[config.mk]
export PLATFORM = sky130hd
export DESIGN_NAME = btn_run_ctrl
export DESIGN_NICKNAME = d
export VERILOG_FILES = /design/src/rtl/btn_run_ctrl.sv
export SDC_FILE = /design/constraint.sdc
export NUM_CORES = 1
export LEC_CHECK = 0
export ABC_CLOCK_PERIOD_IN_PS = 3060
export CORE_MARGIN = 2
export CORE_UTILIZATION = 38
export CTS_BUF_LIST = sky130_fd_sc_hd__clkbuf_4
export DETAILED_ROUTE_END_ITERATION = 16
export SLEW_MARGIN = 30
export SYNTH_ARGS = -nofsm -noshare
export SYNTH_HDL_FRONTEND = slang
export SYNTH_SLANG_ARGS = --single-unit
[constraint.sdc]
create_clock -name CLK100MHZ -period 3.06 [get_ports CLK100MHZ]
set_clock_uncertainty 0.15 [all_clocks]
set_input_delay 0.612 -clock CLK100MHZ [delete_from_list [all_inputs] [get_ports CLK100MHZ]]
set_output_delay 0.612 -clock CLK100MHZ [all_outputs]
set_load 0.05 [all_outputs]
[src/rtl/btn_run_ctrl.sv]
// Button front-end (sync + debounce + rise pulse per channel) and a
// start/abort/done run controller with a cycle counter and status LED bank.

module btn_run_ctrl_db #(
  parameter int DEBOUNCE_CYCLES = 50
) (
  input  logic clk_i,
  input  logic rst_i,
  input  logic raw_i,
  output logic level_o,
  output logic rise_o
);
  localparam int DBW = $clog2(DEBOUNCE_CYCLES);
  localparam logic [DBW-1:0] DB_LAST = DBW'(DEBOUNCE_CYCLES - 1);

  logic           s1_q, s2_q, level_q, rise_q;
  logic [DBW-1:0] cnt_q;

  always_ff @(posedge clk_i) begin
    if (rst_i) begin
      s1_q    <= 1'b0;
      s2_q    <= 1'b0;
      cnt_q   <= '0;
      level_q <= 1'b0;
      rise_q  <= 1'b0;
    end else begin
      s1_q   <= raw_i;
      s2_q   <= s1_q;
      rise_q <= 1'b0;
      if (s2_q == level_q) begin
        cnt_q <= '0;
      end else if (cnt_q == DB_LAST) begin
        // rise pulse lands in the same cycle the new high level appears
        level_q <= s2_q;
        rise_q  <= s2_q;
        cnt_q   <= '0;
      end else begin
        cnt_q <= cnt_q + DBW'(1);
      end
    end
  end

  assign level_o = level_q;
  assign rise_o  = rise_q;
endmodule

module btn_run_ctrl #(
  parameter int N_BTN           = 2,
  parameter int DEBOUNCE_CYCLES = 50,
  parameter int RUN_CYCLES      = 1000,
  parameter int CNT_W           = 20,
  parameter int LED_W           = 16,
  parameter int LED_SHIFT       = 4
) (
  input  logic             CLK100MHZ,
  input  logic             BTNreset,
  input  logic [N_BTN-1:0] BTN,
  output logic [N_BTN-1:0] btn_level,
  output logic [N_BTN-1:0] btn_rise,
  output logic             run,
  output logic             done,
  output logic [CNT_W-1:0] cycle_count,
  output logic [LED_W-1:0] LED
);
  if (N_BTN < 2 || DEBOUNCE_CYCLES < 2 || LED_W < 3) begin : g_bad_params
    $error("btn_run_ctrl: N_BTN>=2, DEBOUNCE_CYCLES>=2, LED_W>=3 required");
  end
  if (RUN_CYCLES < 1 || longint'(RUN_CYCLES) > (64'd1 << CNT_W) - 64'd1) begin : g_bad_run
    $error("btn_run_ctrl: RUN_CYCLES must be in 1 .. 2^CNT_W-1");
  end

  localparam logic [CNT_W-1:0] RUN_LAST = CNT_W'(RUN_CYCLES - 1);
  localparam logic [CNT_W-1:0] RUN_END  = CNT_W'(RUN_CYCLES);
  localparam logic [CNT_W-1:0] CNT_MAX  = '1;

  btn_run_ctrl_db #(.DEBOUNCE_CYCLES(DEBOUNCE_CYCLES)) u_db [N_BTN-1:0] (
    .clk_i   (CLK100MHZ),
    .rst_i   (BTNreset),
    .raw_i   (BTN),
    .level_o (btn_level),
    .rise_o  (btn_rise)
  );

  typedef enum logic [1:0] {IDLE, RUN, DONE} state_e;

  state_e           state_q, state_d;
  logic [CNT_W-1:0] cnt_q, cnt_d;
  logic [LED_W-3:0] led_prog;
  logic             run_q, done_q;
  logic [LED_W-1:0] led_q;

  wire start_w = btn_rise[0];
  wire abort_w = btn_rise[1];

  always_comb begin
    state_d = state_q;
    cnt_d   = cnt_q;
    unique case (state_q)
      IDLE: if (start_w && !abort_w) begin
        state_d = RUN;
        cnt_d   = '0;
      end
      RUN: if (abort_w) begin
        state_d = IDLE;
      end else if (cnt_q == RUN_LAST) begin
        state_d = DONE;
        cnt_d   = RUN_END;
      end else if (cnt_q != CNT_MAX) begin
        cnt_d = cnt_q + CNT_W'(1);
      end
      DONE: if (abort_w) begin
        state_d = IDLE;
      end else if (start_w) begin
        state_d = RUN;
        cnt_d   = '0;
      end
      default: state_d = IDLE;
    endcase
  end

  // Outputs are built from next-state values so they share the state's cycle
  assign led_prog = (LED_W-2)'({{LED_W{1'b0}}, cnt_d} >> LED_SHIFT);

  always_ff @(posedge CLK100MHZ) begin
    if (BTNreset) begin
      state_q <= IDLE;
      cnt_q   <= '0;
      run_q   <= 1'b0;
      done_q  <= 1'b0;
      led_q   <= '0;
    end else begin
      state_q <= state_d;
      cnt_q   <= cnt_d;
      run_q   <= (state_d == RUN);
      done_q  <= (state_d == DONE);
      led_q   <= {state_d == RUN, state_d == DONE, led_prog};
    end
  end

  assign run         = run_q;
  assign done        = done_q;
  assign cycle_count = cnt_q;
  assign LED         = led_q;
endmodule

==> results of run 1 <==
## final cells by class
class / count / area [um^2]
fill: 573 / 3090
multi-input combinational: 192 / 1190
sequential: 44 / 881
timing repair buffer: 54 / 518
tap: 75 / 93.8
clock inverter: 3 / 42.5
clock buffer: 5 / 37.5
inverter: 9 / 33.8
## stage by stage
step	utilization [%]	total power [mW]	instance area (um^2)	cells	setup WS [ps]
after floorplan	-	0.605	2290	272	331
after global placement	46.2	0.617	2720	374	398
after detailed placement	46.2	0.617	2720	374	354
after CTS	47.5	0.984	2800	382	312
after global routing	47.5	1.02	2800	382	197
final	47.5	0.969	2800	382	301
## cell usage after synthesis (4+ instances only)
| master | n | area [um^2] |
|---|---|---|
| sky130_fd_sc_hd__dfxtp_1 | 44 | 881 |
| sky130_fd_sc_hd__nor2_1 | 33 | 124 |
| sky130_fd_sc_hd__buf_4 | 20 | 150 |
| sky130_fd_sc_hd__nand3_1 | 16 | 80.1 |
| sky130_fd_sc_hd__nand2_1 | 15 | 56.3 |
| sky130_fd_sc_hd__o21ai_0 | 12 | 60.1 |
| sky130_fd_sc_hd__a21oi_1 | 10 | 50.1 |
| sky130_fd_sc_hd__inv_1 | 9 | 33.8 |
| sky130_fd_sc_hd__nor3_1 | 9 | 45.0 |
| sky130_fd_sc_hd__nand4_1 | 7 | 43.8 |
| sky130_fd_sc_hd__nor2b_1 | 7 | 43.8 |
| sky130_fd_sc_hd__a31oi_1 | 5 | 31.3 |
| sky130_fd_sc_hd__ha_1 | 5 | 62.6 |
| sky130_fd_sc_hd__xnor2_1 | 5 | 43.8 |
| sky130_fd_sc_hd__xor2_1 | 5 | 43.8 |
| sky130_fd_sc_hd__clkbuf_1 | 4 | 15.0 |
| sky130_fd_sc_hd__o31ai_1 | 4 | 30.0 |
| sky130_fd_sc_hd__or4_1 | 4 | 30.0 |
## kinds of logic (layout without fill, tap and decap cells)
kind of cell    after synthesis  count (layout)  share of synthesized area [%]
fa+ha+maj                     5               5                           2.73
flops                        44              44                           38.5
mux                           3               3                           1.31
simple gates                120             120                           28.2
buf+inv                      36              71                           9.51
compound gates               54              54                           16.0
xor+xnor                     10              10                           3.82
## worst max-delay path, stage by stage (launching register included)
cell and delay, ps:
sky130_fd_sc_hd__dfxtp_1 410, sky130_fd_sc_hd__or4_1 550, sky130_fd_sc_hd__or4_4 450, sky130_fd_sc_hd__or4_4 630
sky130_fd_sc_hd__a2111oi_1 370, sky130_fd_sc_hd__a211o_1 140
## layer usage
layer / vias up / routed length [um] / track usage [%]
met2: 110 / 2420 / 26.0
met4: 0 / 129 / 7.50
met3: 16 / 377 / 4.07
met5: - / 0 / 0
li1: 1043 / - / -
met1: 982 / 2600 / 24.7
## final timing paths
kind | from | end | cells after the start
worst max-delay path | register | register | 5
worst min-delay path | u_db[1].s1_q | u_db[1].s2_q | 1
worst max register to register | register | register | 5
worst min register to register | u_db[1].s1_q | u_db[1].s2_q | 1
## where the power goes
part           total, mW  internal (mW)  switching, mW
clock              0.365          0.171          0.194
sequential         0.578          0.576        0.00194
combinational     0.0262         0.0117         0.0144
total              0.969          0.759          0.210
==> out/qor.txt, run 1 <==
residual antenna-violating net count after detailed routing: 0
starting utilization of the core area: 38.9%
Area growth syn-to-layout: 22.2%
antenna diode count: 0
headroom to the max-slew limit: 60.1%
minimum period implied by the final worst setup slack: 2760 ps
overall die height: 81.6 um
areal power density over the cells: 346 mW/mm^2
grt total ovfl: 0
post-cts hold buffer count: 0
setup repair after global routing missed its margin: false
routability-driven placement congestion ratio: 0.888
type of the tightest min-delay check: reg -> reg
Residual DRC: 1
proportion of synthesized chip area in sequential cells: 38.5%
mean number of vias per cell: 5.63
pins over their slew limit: 0
layout cells sized above 1: 8.47%
setup tns final: 0 ps
startpoint class of the critical path: register
synthesized instance count: 272
critical path start-end classification: reg -> reg
number of storage elements in the synthesis netlist: 44
placeable core region: 0.00589 mm^2
prevailing post-synth register cell: sky130_fd_sc_hd__dfxtp_1
num ports: 46
IO buf count: 45
fraction of registers with async set/reset: 0%
maximum vdd ir drop: 0.183 mV
die outline width: 81.6 um
count of cells resized by post-cts repair: 0
vias in the first global route: 1903
most frequent cells in the layout: sky130_fd_sc_hd__clkdlybuf4s50_1 (45), sky130_fd_sc_hd__dfxtp_1 (44), sky130_fd_sc_hd__nor2_1 (33), sky130_fd_sc_hd__nand3_1 (16), sky130_fd_sc_hd__nand2_1 (15)
Core Rows: 28
post-synthesis cell area: 0.00229 mm^2
maximum number of pins on one net before global-route repair: 22
total clock buffers created by CTS: 5
mean instance size in the synthesized netlist: 8.42 um^2
Leakage: 0.929 nW
overall global routing resource usage: 17.7%
number of warning messages in the yosys log: 0
CTS tree: built
total setup buffers inserted after CTS: 0
clock sink count: 44
DRC violation total after the first TritonRoute iteration: 205
peak clock frequency supported by timing: 0.362 GHz
transition time of the tightest slew-check pin: 590 ps
flop2flop setup slack: 300 ps
Data arrival, critical path: 2910 ps
total setup violations reported at the end of the flow: 0
clock transition at the registers of the reported paths: 130 ps
wire length of the first global-routing pass: 9050 um
number of antenna violations at the first check in global routing: 0
clock insertion delay at the later pin of the skew report: 360 ps
Avg WL per Cell: 14.5 um
type of destination of the critical path: register
via count: 2151
number of flops mapped to enable cells by yosys: 0
H-tree levels: 2
commonest non-fill, non-tap cell in the layout: sky130_fd_sc_hd__clkdlybuf4s50_1
die area: 0.00666 mm^2
final period utilization: 90.2%
post-DP HPWL: 4050 um
nets: 315
top fanout value on the critical path: 11
WHS: 305 ps
DRT Wirelength: 5530 um
TritonRoute pass-1 iters: 12
CTS Root Cell: sky130_fd_sc_hd__clkbuf_4
net count of the mapped netlist: 281
failing checks: DRC
Max Buffers Root-to-Sink: 2
number of hold violations in the final report: 0
Required @ worst endpoint: 3210 ps
count of cell types in the netlist: 53
number of max-cap violations: 0
status: complete, but fails checks
Note: power is estimated with default switching activity, not from simulation.
==> inputs of run 2 (changes only) <==
--- a/config.mk
+++ b/config.mk
@@ -5,7 +5,7 @@
 export SDC_FILE = /design/constraint.sdc
 export NUM_CORES = 1
 export LEC_CHECK = 0
-export ABC_CLOCK_PERIOD_IN_PS = 3060
+export ABC_CLOCK_PERIOD_IN_PS = 3200
 export CORE_MARGIN = 2
 export CORE_UTILIZATION = 38
 export CTS_BUF_LIST = sky130_fd_sc_hd__clkbuf_4
==> constraint.sdc (replaced) <==
create_clock -name CLK100MHZ -period 3.2 [get_ports CLK100MHZ]
set_clock_uncertainty 0.15 [all_clocks]
set_input_delay 0.64 -clock CLK100MHZ [delete_from_list [all_inputs] [get_ports CLK100MHZ]]
set_output_delay 0.64 -clock CLK100MHZ [all_outputs]
set_load 0.05 [all_outputs]
==> run 2 against run 1 <==
  * The run now ends clean
  * Sequential power fell by 4.3%
  * Sequential share of layout area is 0.085 points higher
  * Via count grew 0.14%
  * Clock power shrank 5%
  * Critical path depth unchanged
  * Core utilization is 0.13 points lower
  * Worst hold slack got worse by 2.9 ps
  * Fmax up 1.2%
  * First-iteration DRC count grew 26%
  * Non-clock buffer count down 1
  * Global-route usage is 0.12 points higher
  * Highest routed layer unchanged
==> out/qor.txt, run 2 (synthesis results as in run 1) <==
startpoint class of the critical path: register
CTS Root Cell: sky130_fd_sc_hd__clkbuf_4
setup tns final: 0 ps
wire length of the first global-routing pass: 9150 um
worst min-delay path endpoint: u_db[0].s2_q
Final Instance Area: 0.00279 mm^2
cell depth of the worst hold path: 1
grt total ovfl: 0
die outline width: 81.6 um
met3 track demand over resource in global routing: 4.07%
WHS: 302 ps
starting utilization of the core area: 38.9%
CTS tree: built
nets: 314
Data arrival, critical path: 2900 ps
Area growth syn-to-layout: 21.9%
master of the slowest instance on the critical path: sky130_fd_sc_hd__or4_4
overall die height: 81.6 um
antenna diode count: 0
critical path start-end classification: reg -> reg
clock transition at the registers of the reported paths: 130 ps
Avg WL per Cell: 14.8 um
Leakage: 0.923 nW
layout cells sized above 1: 8.17%
DRT Wirelength: 5640 um
Bufs and invs on worst path: 0
minimum period implied by the final worst setup slack: 2730 ps
maximum vdd ir drop: 0.191 mV
final period utilization: 85.2%
area of the multi-input gates: 0.00119 mm^2
vias in the first global route: 1924
commonest non-fill, non-tap cell in the layout: sky130_fd_sc_hd__clkdlybuf4s50_1
Post-DP Area: 0.00271 mm^2
transition time of the tightest slew-check pin: 656 ps
type of destination of the critical path: register
TritonRoute pass-1 iters: 5
status: complete, no violations
pins over their slew limit: 0
H-tree levels: 2
peak clock frequency supported by timing: 0.367 GHz
busiest grt layer: met2
number of cells in the finished layout apart from fillers: 381
post-DP HPWL: 4030 um
maximum number of pins on one net before global-route repair: 22
Placed Cells incl. Taps: 373
sequential standard cell area: 881 um^2
routability-driven placement congestion ratio: 0.896
Required @ worst endpoint: 3380 ps
clock insertion delay at the later pin of the skew report: 370 ps
cell repeated most along the worst path: sky130_fd_sc_hd__or4_4
chain of cells forming the critical path: or4_1 -> or4_4 -> or4_4 -> a2111oi_1 -> a211o_1
Reg2Reg Depth: 5
headroom to the max-slew limit: 56.1%
setup repair after global routing missed its margin: false
most frequent cells in the layout: sky130_fd_sc_hd__clkdlybuf4s50_1 (45), sky130_fd_sc_hd__dfxtp_1 (44), sky130_fd_sc_hd__nor2_1 (33), sky130_fd_sc_hd__nand3_1 (16), sky130_fd_sc_hd__nand2_1 (15)
number of max-cap violations: 0
highest cell delay on the worst timing path: 630 ps
FILL cells: 583
num ports: 46
Core Rows: 28
met2 track demand over resource: 25.9%
number of hold violations in the final report: 0
post-cts hold buffer count: 0
Crit. path cell count: 5
M1 GR Usage: 24.6%
clock sink count: 44
top fanout value on the critical path: 11
DRC violation total after the first TritonRoute iteration: 259
Residual DRC: 0
IO buf count: 45
total clock buffers created by CTS: 5
mean number of vias per cell: 5.65
placeable core region: 0.00589 mm^2
Worst path top cell family by delay: simple AND/OR/NAND/NOR gates
count of cells resized by post-cts repair: 0
origin of the worst min-delay path: u_db[0].s1_q
via count: 2154
areal power density over the cells: 332 mW/mm^2
residual antenna-violating net count after detailed routing: 0
overall global routing resource usage: 17.8%
flop2flop setup slack: 470 ps
die area: 0.00666 mm^2
total setup buffers inserted after CTS: 0
number of antenna violations at the first check in global routing: 0
total setup violations reported at the end of the flow: 0
type of the tightest min-delay check: reg -> reg
Max Buffers Root-to-Sink: 2
==> run 2: cell count changes in the layout (fill, tap and decap cells not counted), sizes merged <==
cell	change
buf	-1
==> run 2: worst register-to-register path: stages (launching register included) <==
cell                        delay (ps)
sky130_fd_sc_hd__dfxtp_1           400
sky130_fd_sc_hd__or4_1             550
sky130_fd_sc_hd__or4_4             450
sky130_fd_sc_hd__or4_4             630
sky130_fd_sc_hd__a2111oi_1         370
sky130_fd_sc_hd__a211o_1           150
==> run 2: how the worst max path moves through the flow <==
stage                      to           start  slack (ps)
2_1_floorplan  cycle_count[2]  cycle_count[0]         470
3_3_place_gp         register        register         520
3_5_place_dp         register        register         510
4_1_cts           btn_rise[1]  u_db[1].rise_o         460
5_1_grt           btn_rise[1]  u_db[1].rise_o         380
6_report             register        register         470
==> run 2: area by class of cell <==
type / instances / area share [%]
Inverter: 9 / 1.21
Tap cell: 75 / 3.36
Multi-Input combinational cell: 192 / 42.7
Clock inverter: 3 / 1.52
Sequential cell: 44 / 31.6
Clock buffer: 5 / 1.35
Timing Repair Buffer: 53 / 18.3
==> run 2: power by group <==
part | leakage (nW) | internal, mW | switching, mW
clock network | 0.0428 | 0.163 | 0.185
registers | 0.355 | 0.551 | 0.00177
logic | 0.525 | 0.0113 | 0.0142
==> run 2: through the flow <==
step                setup WS, ps  power, mW  util [%]
floorplan                    471      0.579         -
detailed placement           507      0.590      46.0
global placement             523      0.590      46.0
finish                       474      0.926      47.4
global route                 384      0.967      47.4
CTS                          459      0.941      47.4
==> run 2: routing by layer <==
metal	share of wire [%]	up-vias
met4	1.8	0
met1	47	1006
met2	44	92
met3	7.4	15
li1	-	1041
met5	0	-
==> inputs of run 3 (changes only) <==
--- a/config.mk
+++ b/config.mk
@@ -13,4 +13,5 @@
 export SLEW_MARGIN = 30
 export SYNTH_ARGS = -nofsm -noshare
 export SYNTH_HDL_FRONTEND = slang
+export SYNTH_HIERARCHICAL = 1
 export SYNTH_SLANG_ARGS = --single-unit
==> run 3 against run 2 <==
  * Sequential share of layout area is 1.5 points lower
  * First-iteration DRC count decreased by 5.0%
  * Clock power is 1% higher
  * Worst hold slack improved by 8.2 ps
  * Routed wire length increased by 5.5%
  * Final cell count rose by 1.6%
  * Synthesized cell count grew 2.2%
  * Global-route usage fell by 0.64 points
  * Combinational power down 11%
  * Cell area increased by 4.9%
  * Power increased by 0.16%
==> out/qor.txt, run 3 <==
pins over their slew limit: 0
origin of the worst min-delay path: u_db[0]/s1_q
number of flops mapped to enable cells by yosys: 0
maximum number of pins on one net before global-route repair: 16
overall die height: 84.5 um
largest area contributor in the synthesized netlist: sky130_fd_sc_hd__dfxtp_1
startpoint class of the critical path: register
power share of the sequential group: 59.6%
Switching Share: 22.0%
P_sw: 0.204 mW
number of warning messages in the yosys log: 6
most used standard cell by instance count after synthesis: sky130_fd_sc_hd__dfxtp_1
DRC violation total after the first TritonRoute iteration: 246
net count of the mapped netlist: 287
Gate power share: 2.4%
Area contributors post-synth: sky130_fd_sc_hd__dfxtp_1 (36%), sky130_fd_sc_hd__buf_4 (6.1%), sky130_fd_sc_hd__nand2_1 (4.1%)
startpoint of the most critical setup path: u_db[1]/rise_o
Required @ worst endpoint: 2410 ps
Leakage: 1.00 nW
Clk pwr share: 38.0%
setup tns final: 0 ps
IO buf count: 45
highest cell delay on the worst timing path: 900 ps
H-tree levels: 2
post-cts hold buffer count: 0
die area: 0.00713 mm^2
setup repair after global routing missed its margin: false
antenna diode count: 0
chain of cells forming the critical path: clkdlybuf4s50_1
type of the tightest min-delay check: reg -> reg
total setup violations reported at the end of the flow: 0
overall global routing resource usage: 17.2%
count of cell types in the netlist: 65
CTS Root Cell: sky130_fd_sc_hd__clkbuf_4
worst reg2reg path startpoint: cycle_count[0]
mean number of vias per cell: 5.71
most frequent cells in the layout: sky130_fd_sc_hd__clkdlybuf4s50_1 (45), sky130_fd_sc_hd__dfxtp_1 (44), sky130_fd_sc_hd__nand2_1 (27), sky130_fd_sc_hd__nor2_1 (26), sky130_fd_sc_hd__nand3_1 (19)
minimum period implied by the final worst setup slack: 2660 ps
headroom to the max-slew limit: 46.6%
status: complete, no violations
transition time of the tightest slew-check pin: 793 ps
grt total ovfl: 0
wire length of the first global-routing pass: 10100 um
DRT Wirelength: 5950 um
placeable core region: 0.00631 mm^2
prevailing post-synth register cell: sky130_fd_sc_hd__dfxtp_1
Avg WL per Cell: 15.4 um
clock transition at the registers of the reported paths: 140 ps
WHS: 311 ps
maximum vdd ir drop: 0.189 mV
mean instance size in the synthesized netlist: 8.85 um^2
peak clock frequency supported by timing: 0.377 GHz
layout cells sized above 1: 11.9%
overall power after layout: 0.928 mW
top fanout value on the critical path: 12
final period utilization: 83.0%
clock sink count: 44
post-synthesis cell area: 0.00246 mm^2
routability-driven placement congestion ratio: 0.889
count of cells resized by post-cts repair: 0
Bufs and invs on worst path: 1
total clock buffers created by CTS: 5
number of max-cap violations: 0
synthesized instance count: 278
type of destination of the critical path: output pin
num ports: 46
post-DP HPWL: 4550 um
TritonRoute pass-1 iters: 5
nets: 318
Data arrival, critical path: 1870 ps
Area growth syn-to-layout: 19.0%
CTS tree: built
residual antenna-violating net count after detailed routing: 0
starting utilization of the core area: 39.0%
commonest non-fill, non-tap cell in the layout: sky130_fd_sc_hd__clkdlybuf4s50_1
Core Rows: 29
via count: 2208
areal power density over the cells: 317 mW/mm^2
master of the slowest instance on the critical path: sky130_fd_sc_hd__clkdlybuf4s50_1
die outline width: 84.5 um
fin util: 46.4%
total internal power: 0.724 mW
Worst path top cell family by delay: buffers and inverters
FILL cells: 654
clock insertion delay at the later pin of the skew report: 360 ps
Residual DRC: 0
number of antenna violations at the first check in global routing: 0
total setup buffers inserted after CTS: 0
vias in the first global route: 2051
number of hold violations in the final report: 0
fraction of synthesized cell area taken by the top area cell type: 35.8%
fraction of registers with async set/reset: 0%
number of storage elements in the synthesis netlist: 44
proportion of synthesized chip area in sequential cells: 35.8%
critical path start-end classification: reg -> out
Max Buffers Root-to-Sink: 2
leading cell types by count after synthesis: sky130_fd_sc_hd__dfxtp_1 (44), sky130_fd_sc_hd__nand2_1 (27), sky130_fd_sc_hd__nor2_1 (26)
[run 3: cell types whose count changed in the layout (fill, tap and decap cells not counted), moves of 4 or more]
cell / previous run / this run
sky130_fd_sc_hd__nor3_1: 9 / 3
sky130_fd_sc_hd__nand2_1: 15 / 27
sky130_fd_sc_hd__a21oi_1: 10 / 15
sky130_fd_sc_hd__nor2_1: 33 / 26
sky130_fd_sc_hd__buf_4: 8 / 3
sky130_fd_sc_hd__inv_1: 9 / 5
sky130_fd_sc_hd__nand4_1: 7 / 2
[run 3: path summary, 6_finish.rpt]
path         slack [ps]  cells after the start            to
min reg2reg         310                      1  u_db[0]/s2_q
max reg2reg         800                      6      register
min                 310                      1  u_db[0]/s2_q
max                 540                      1   btn_rise[1]
[run 3: power groups by stage]
stage	clock (mW)	sequential [mW]	combinational, mW
5_1_grt	0.384	0.554	0.0250
3_3_place_gp	0	0.565	0.0216
3_5_place_dp	0	0.565	0.0224
6_report	0.352	0.553	0.0225
4_1_cts	0.367	0.553	0.0224
2_1_floorplan	0	0.564	0.0122
[run 3: per-layer routing]
layer / vias up / GRT usage (%) / wire [um]
li1: 1074 / - / -
met1: 1012 / 23.2 / 2570
met2: 109 / 28.5 / 2820
met3: 13 / 3.34 / 457
met4: 0 / 3.90 / 93
met5: - / 0 / 0
[run 3: area by class of cell]
class                           count  area [um^2]  share of cell area (%)
Multi-Input combinational cell    205         1380                    47.1
Sequential cell                    44          881                    30.1
Timing Repair Buffer               48          473                    16.2
Tap cell                           77         96.3                    3.29
Clock inverter                      3         42.5                    1.45
Clock buffer                        5         37.5                    1.28
Inverter                            5         18.8                   0.641
[run 3: cells by family (layout without fill, tap and decap cells)]
group,after synthesis,after routing,share of synthesized area [%]
fa+ha+maj,5,5,2.54
flops,44,44,35.8
simple gates,128,128,31.5
buf+inv,29,61,8.14
xor+xnor,9,9,3.20
compound gates,61,61,18.0
mux,2,2,0.814
[run 3: through the flow]
step           instances  worst slack [ps]  cell area (um^2)
3_5_place_dp         379               647              2850
5_1_grt              387               477              2930
3_3_place_gp         379               691              2850
2_1_floorplan        278               830              2460
4_1_cts              387               535              2930
6_report             387               544              2930
==> RTL change 1, RTL diff (config.mk and constraints of run 3) <==
`LED_W`: 16 -> 18.
--- a/src/rtl/btn_run_ctrl.sv
+++ b/src/rtl/btn_run_ctrl.sv
@@ -49,7 +49,7 @@
   parameter int DEBOUNCE_CYCLES = 50,
   parameter int RUN_CYCLES      = 1000,
   parameter int CNT_W           = 20,
-  parameter int LED_W           = 16,
+  parameter int LED_W           = 18,
   parameter int LED_SHIFT       = 4
 ) (
   input  logic             CLK100MHZ,
Ports: changed (resized LED); port bits go from 46 to 48. The function was not compared with the original's and may differ.
==> RTL change 1 against run 3 <==
Total power fell by 8.7%; sequential cell count did not move; cell area fell by 2.4%; count of clock-buffer cells in the layout did not move; worst setup slack improved by 64 ps; synthesized area fell by 3.5%; routed wire length fell by 5.2%; non-clock buffer count rose by 5; maximum frequency rose by 2.5%; critical path depth did not move; critical endpoint is now cycle_count[10]; largest power group unchanged.
==> RTL change 1: results (changes against run 3) <==
* Outcome: complete, no violations (unchanged)
* Adder-Cell Fraction of Synth Area at 2.636% (was 2.543%)
* Synth Area in XOR/XNOR at 2.952% (was 3.204%)
* Tot GR Track Use at 16.30% (was 17.15%)
* First-pass GRT wire length at 9411 microns (was 10070 microns)
* Post-synth cell types at 60 (was 65)
* Synth top area cells: dfxtp_1 37%, buf_4 6.3%, nand3_1 5.3%, a21oi_1 3.8%, nor2_1 3.0% (was dfxtp_1 36%, buf_4 6.1%, nand2_1 4.1%, nor2_1 4.0%, nand3_1 3.9%)
* GR Util met2 at 27.57% (was 28.50%)
* Routed length on met1 at 2447 microns (was 2574 microns)
* DRT Wirelength at 5636 microns (was 5948 microns)
* Share of cells above drive strength 1 at 11.88% (was 11.94%)
* Worst R2R Path Depth at 5 (was 6)
* Clock transition at the registers of the reported paths at 130 ps
* FMAX at 0.3858 GHz (was 0.3765 GHz)
* Slowest CP cell: clkdlybuf4s50_1 (unchanged)
* Hold crit path type: reg -> reg (unchanged)
* Syn. warnings at 6 (unchanged)
* Total CTS buffers at 5 (unchanged)
* Synth top cells by count: 44 x dfxtp_1, 25 x nand3_1, 20 x buf_4, 19 x nor2_1, 18 x a21oi_1 (was 44 x dfxtp_1, 27 x nand2_1, 26 x nor2_1, 20 x buf_4, 19 x nand3_1)
* Worst relative slew slack at 63.30% (was 46.65%)
* Crit-path max FO at 8 (was 12)
* DRT Pass-1 Iters at 5 (unchanged)
* Port Buf Inserts at 47 (was 45)
* Antenna Cells at 0 (unchanged)
* Reg2Reg Setup Slack at 980 ps (was 800 ps)
* Post-synthesis mux area share at 0.4217% (was 0.8138%)
* Final Max Tran Viols at 0 (unchanged)
* Synth Area in Compound Gates at 19.19% (was 17.96%)
* Net Count, Synth at 278 (was 287)
* Crit-path max cell delay at 880 ps (was 900 ps)
* Sum of net half-perimeters after detailed placement at 4153 microns (was 4546 microns)
* Pre-CTS setup slack at 902.2 ps (was 646.8 ps)
* GR Layer Usage met3 at 3.380% (was 3.343%)
* Top delay family on crit path: buffers and inverters (unchanged)
* Met1 GRT Util at 20.91% (was 23.18%)
* Sequential area share after synthesis at 37.11% (was 35.81%)
* WL met3 at 383 microns (was 457 microns)
* Leakage at 0.9015 nW (was 1.003 nW)
* Longest Clk Path Bufs at 2 (unchanged)
* CTS-repair resized insts at 0 (unchanged)
* Gpl congestion at 0.9020 (was 0.8886)
* Via density per instance at 5.577 (was 5.705)
* VDD IR max at 213.5 uV (was 189.1 uV)
* Vias in the first global route at 1951 (was 2051)
* Clk Tree Root Cell: clkbuf_4 (unchanged)
* DR iter-0 viols at 156 (was 246)
* Post-CTS Setup Inserts at 0 (unchanged)
* Termination of the worst setup path: cycle_count[10] (was btn_rise[1])
* Final #Nets at 311 (was 318)
* Largest net degree at the start of global routing at 17 (was 16)
* Arrival time worst endpoint at 1800 ps (was 1870 ps)
* DR WL met2 at 2741 microns (was 2822 microns)
-- RTL change 1: cell types whose count changed after synthesis, sizes merged, moves of 4 or more --
cell | before | now
a311o | 0 | 4
a31oi | 4 | 8
clkbuf | 1 | 5
nand2 | 27 | 12
nand3 | 19 | 26
nor2 | 27 | 20
nor3 | 4 | 10
-- RTL change 1: report_power, final --
group	switching [mW]	internal, mW
combinational	0.0119	0.00949
clock	0.190	0.0829
sequential	0.00182	0.551
-- RTL change 1: final cells by class --
class,instances,area [sq um]
Tap cell,75,93.84
Clock inverter,3,18.77
Timing Repair Buffer,53,515.5
Fill cell,590,3132
Clock buffer,5,37.54
Inverter,8,30.03
Sequential cell,44,880.8
Multi-Input combinational cell,190,1282
-- RTL change 1: worst min path at each step --
stage / start / endpoint / slack [ps] / cells past startpoint
2_1_floorplan: u_db[0]/s1_q$_SDFF_PP0_ / u_db[0]/s2_q$_SDFF_PP0_ / 260 / 1
3_3_place_gp: u_db[0]/s1_q$_SDFF_PP0_ / u_db[0]/s2_q$_SDFF_PP0_ / 270 / 1
3_5_place_dp: u_db[1]/s1_q$_SDFF_PP0_ / u_db[1]/s2_q$_SDFF_PP0_ / 280 / 1
4_1_cts: u_db[1]/s1_q$_SDFF_PP0_ / u_db[1]/s2_q$_SDFF_PP0_ / 310 / 1
5_1_grt: u_db[1]/s1_q$_SDFF_PP0_ / u_db[1]/s2_q$_SDFF_PP0_ / 310 / 1
6_report: u_db[1]/s1_q$_SDFF_PP0_ / u_db[1]/s2_q$_SDFF_PP0_ / 310 / 1
-- RTL change 1: per-stage QoR --
stage	instances	instance area, sq um
after floorplan	269	2374
after global placement	370	2803
after detailed placement	370	2803
after CTS	378	2859
after global routing	378	2859
final	378	2859
==> RTL change 2, RTL diff (config.mk and constraints of run 3) <==
Made on the original files. Register the output `LED` once more, with the module's reset; this adds one clock of latency there. The other outputs are not delayed to match. Comments in the files are not updated.
--- a/src/rtl/btn_run_ctrl.sv
+++ b/src/rtl/btn_run_ctrl.sv
@@ -140,6 +140,12 @@
   assign run         = run_q;
   assign done        = done_q;
   assign cycle_count = cnt_q;
-  assign LED         = led_q;
+  always_ff @(posedge CLK100MHZ) begin
+    if (BTNreset) begin
+      LED <= '0;
+    end else begin
+      LED <= led_q;
+    end
+  end
 endmodule
 
Behaviour: no difference found for any inputs over 10 cycles, from zero or initial values and one cycle with BTNreset high; that may be too few to reach the edited logic, so the function may still have changed.
==> RTL change 2 against run 3 <==
First-iteration DRC count decreased by 38%; synthesized cell count increased by 7.2%; total power up 28%; cell area increased by 14%; critical path depth unchanged; combinational power increased by 28%; sequential share of layout area increased by 6.0 points; routed wire length rose by 4.0%; synthesized area rose by 9.6%; worst setup slack better by 77 ps; sequential cell count is 16 higher; critical path type unchanged; largest cell class unchanged.
==> RTL change 2: results (changes against run 3) <==
* Outcome: complete, no violations (unchanged)
* Crit-path max cell delay at 880 ps (was 900 ps)
* Net Count, Synth at 307 (was 287)
* Pre-CTS setup slack at 661.8 ps (was 646.8 ps)
* Synth Instances at 298 (was 278)
* Gpl congestion at 0.8882 (was 0.8886)
* Synth Area in Compound Gates at 17.13% (was 17.96%)
* Sequential area share after synthesis at 44.57% (was 35.81%)
* First-pass GRT wire length at 10350 microns (was 10070 microns)
* Synth top area cells: dfxtp_1 45%, nor2b_1 4.6%, nor2_1 3.9%, a21oi_1 3.2%, nand3_1 2.8% (was dfxtp_1 36%, buf_4 6.1%, nand2_1 4.1%, nor2_1 4.0%, nand3_1 3.9%)
* Fillers at 687 (was 654)
* GR Util met2 at 24.33% (was 28.50%)
* Largest net degree at the start of global routing at 28 (was 16)
* WL met3 at 428 microns (was 457 microns)
* Post-synthesis mux area share at 0.7428% (was 0.8138%)
* Arrival time worst endpoint at 1790 ps (was 1870 ps)
* Vias in the first global route at 2142 (was 2051)
* DR WL met2 at 2772 microns (was 2822 microns)
* Synth Area in XOR/XNOR at 3.250% (was 3.204%)
* Least-Margin Pin Slew at 772.7 ps (was 793.0 ps)
* Tot GR Track Use at 17.18% (was 17.15%)
* Clock Latency Late Sink at 400 ps (was 360 ps)
* VDD IR max at 187.3 uV (was 189.1 uV)
* Total vias in the final route at 2352 (was 2208)
* Htree depth at 3 (was 2)
* Routed length on met1 at 2885 microns (was 2574 microns)
* Synth top cells by count: 60 x dfxtp_1, 28 x nor2_1, 20 x nor2b_1, 17 x a21oi_1, 15 x nand3_1 (was 44 x dfxtp_1, 27 x nand2_1, 26 x nor2_1, 20 x buf_4, 19 x nand3_1)
* Crit-path max FO at 10 (was 12)
* Leakage at 1.128 nW (was 1.003 nW)
RTL change 2: cell types whose count changed after synthesis, moves of 5 or more:
| cell | change |
|---|---|
| buf_2 | +5 |
| dfxtp_1 | +16 |
| nor2b_1 | +15 |
| buf_4 | -17 |
| clkbuf_1 | +6 |
| nand2_1 | -13 |
RTL change 2: logic make-up (layout without fill, tap and decap cells):
group | Yosys count | in the layout
AOI/OAI and AO/OA | 65 | 65
xor gates and xnor gates | 10 | 10
adders and majority gates | 5 | 5
buffers and inverters | 24 | 73
DFF | 60 | 60
muxes | 2 | 2
and+or+nand+nor | 132 | 132
RTL change 2: layout make-up:
class                           instances  area, sq um  area share (%)
Multi-Input combinational cell        214         1385           41.65
Sequential cell                        60         1201           36.12
Timing Repair Buffer                   51        495.5           14.90
Tap cell                               96        120.1           3.612
Clock buffer                           10        75.07           2.257
Inverter                                8        30.03          0.9029
Clock inverter                          4        18.77          0.5643
RTL change 2: worst paths after layout:
kind,to,start,depth (start not counted),slack (ps)
setup reg to reg,cycle_count[18]$_SDFFE_PP0P_,cycle_count[0]$_SDFFE_PP0P_,6,730
hold / removal,u_db[0]/s2_q$_SDFF_PP0_,u_db[0]/s1_q$_SDFF_PP0_,1,300
setup / recovery,cycle_count[9],flop,1,620
hold reg to reg,u_db[0]/s2_q$_SDFF_PP0_,u_db[0]/s1_q$_SDFF_PP0_,1,300
RTL change 2: power by group through the flow:
stage	registers (mW)	logic (mW)	clock network [mW]
finish	0.751	0.0288	0.408
global placement	0.768	0.0282	0
floorplan	0.768	0.0160	0
CTS	0.751	0.0287	0.433
global route	0.752	0.0313	0.462
detailed placement	0.768	0.0288	0
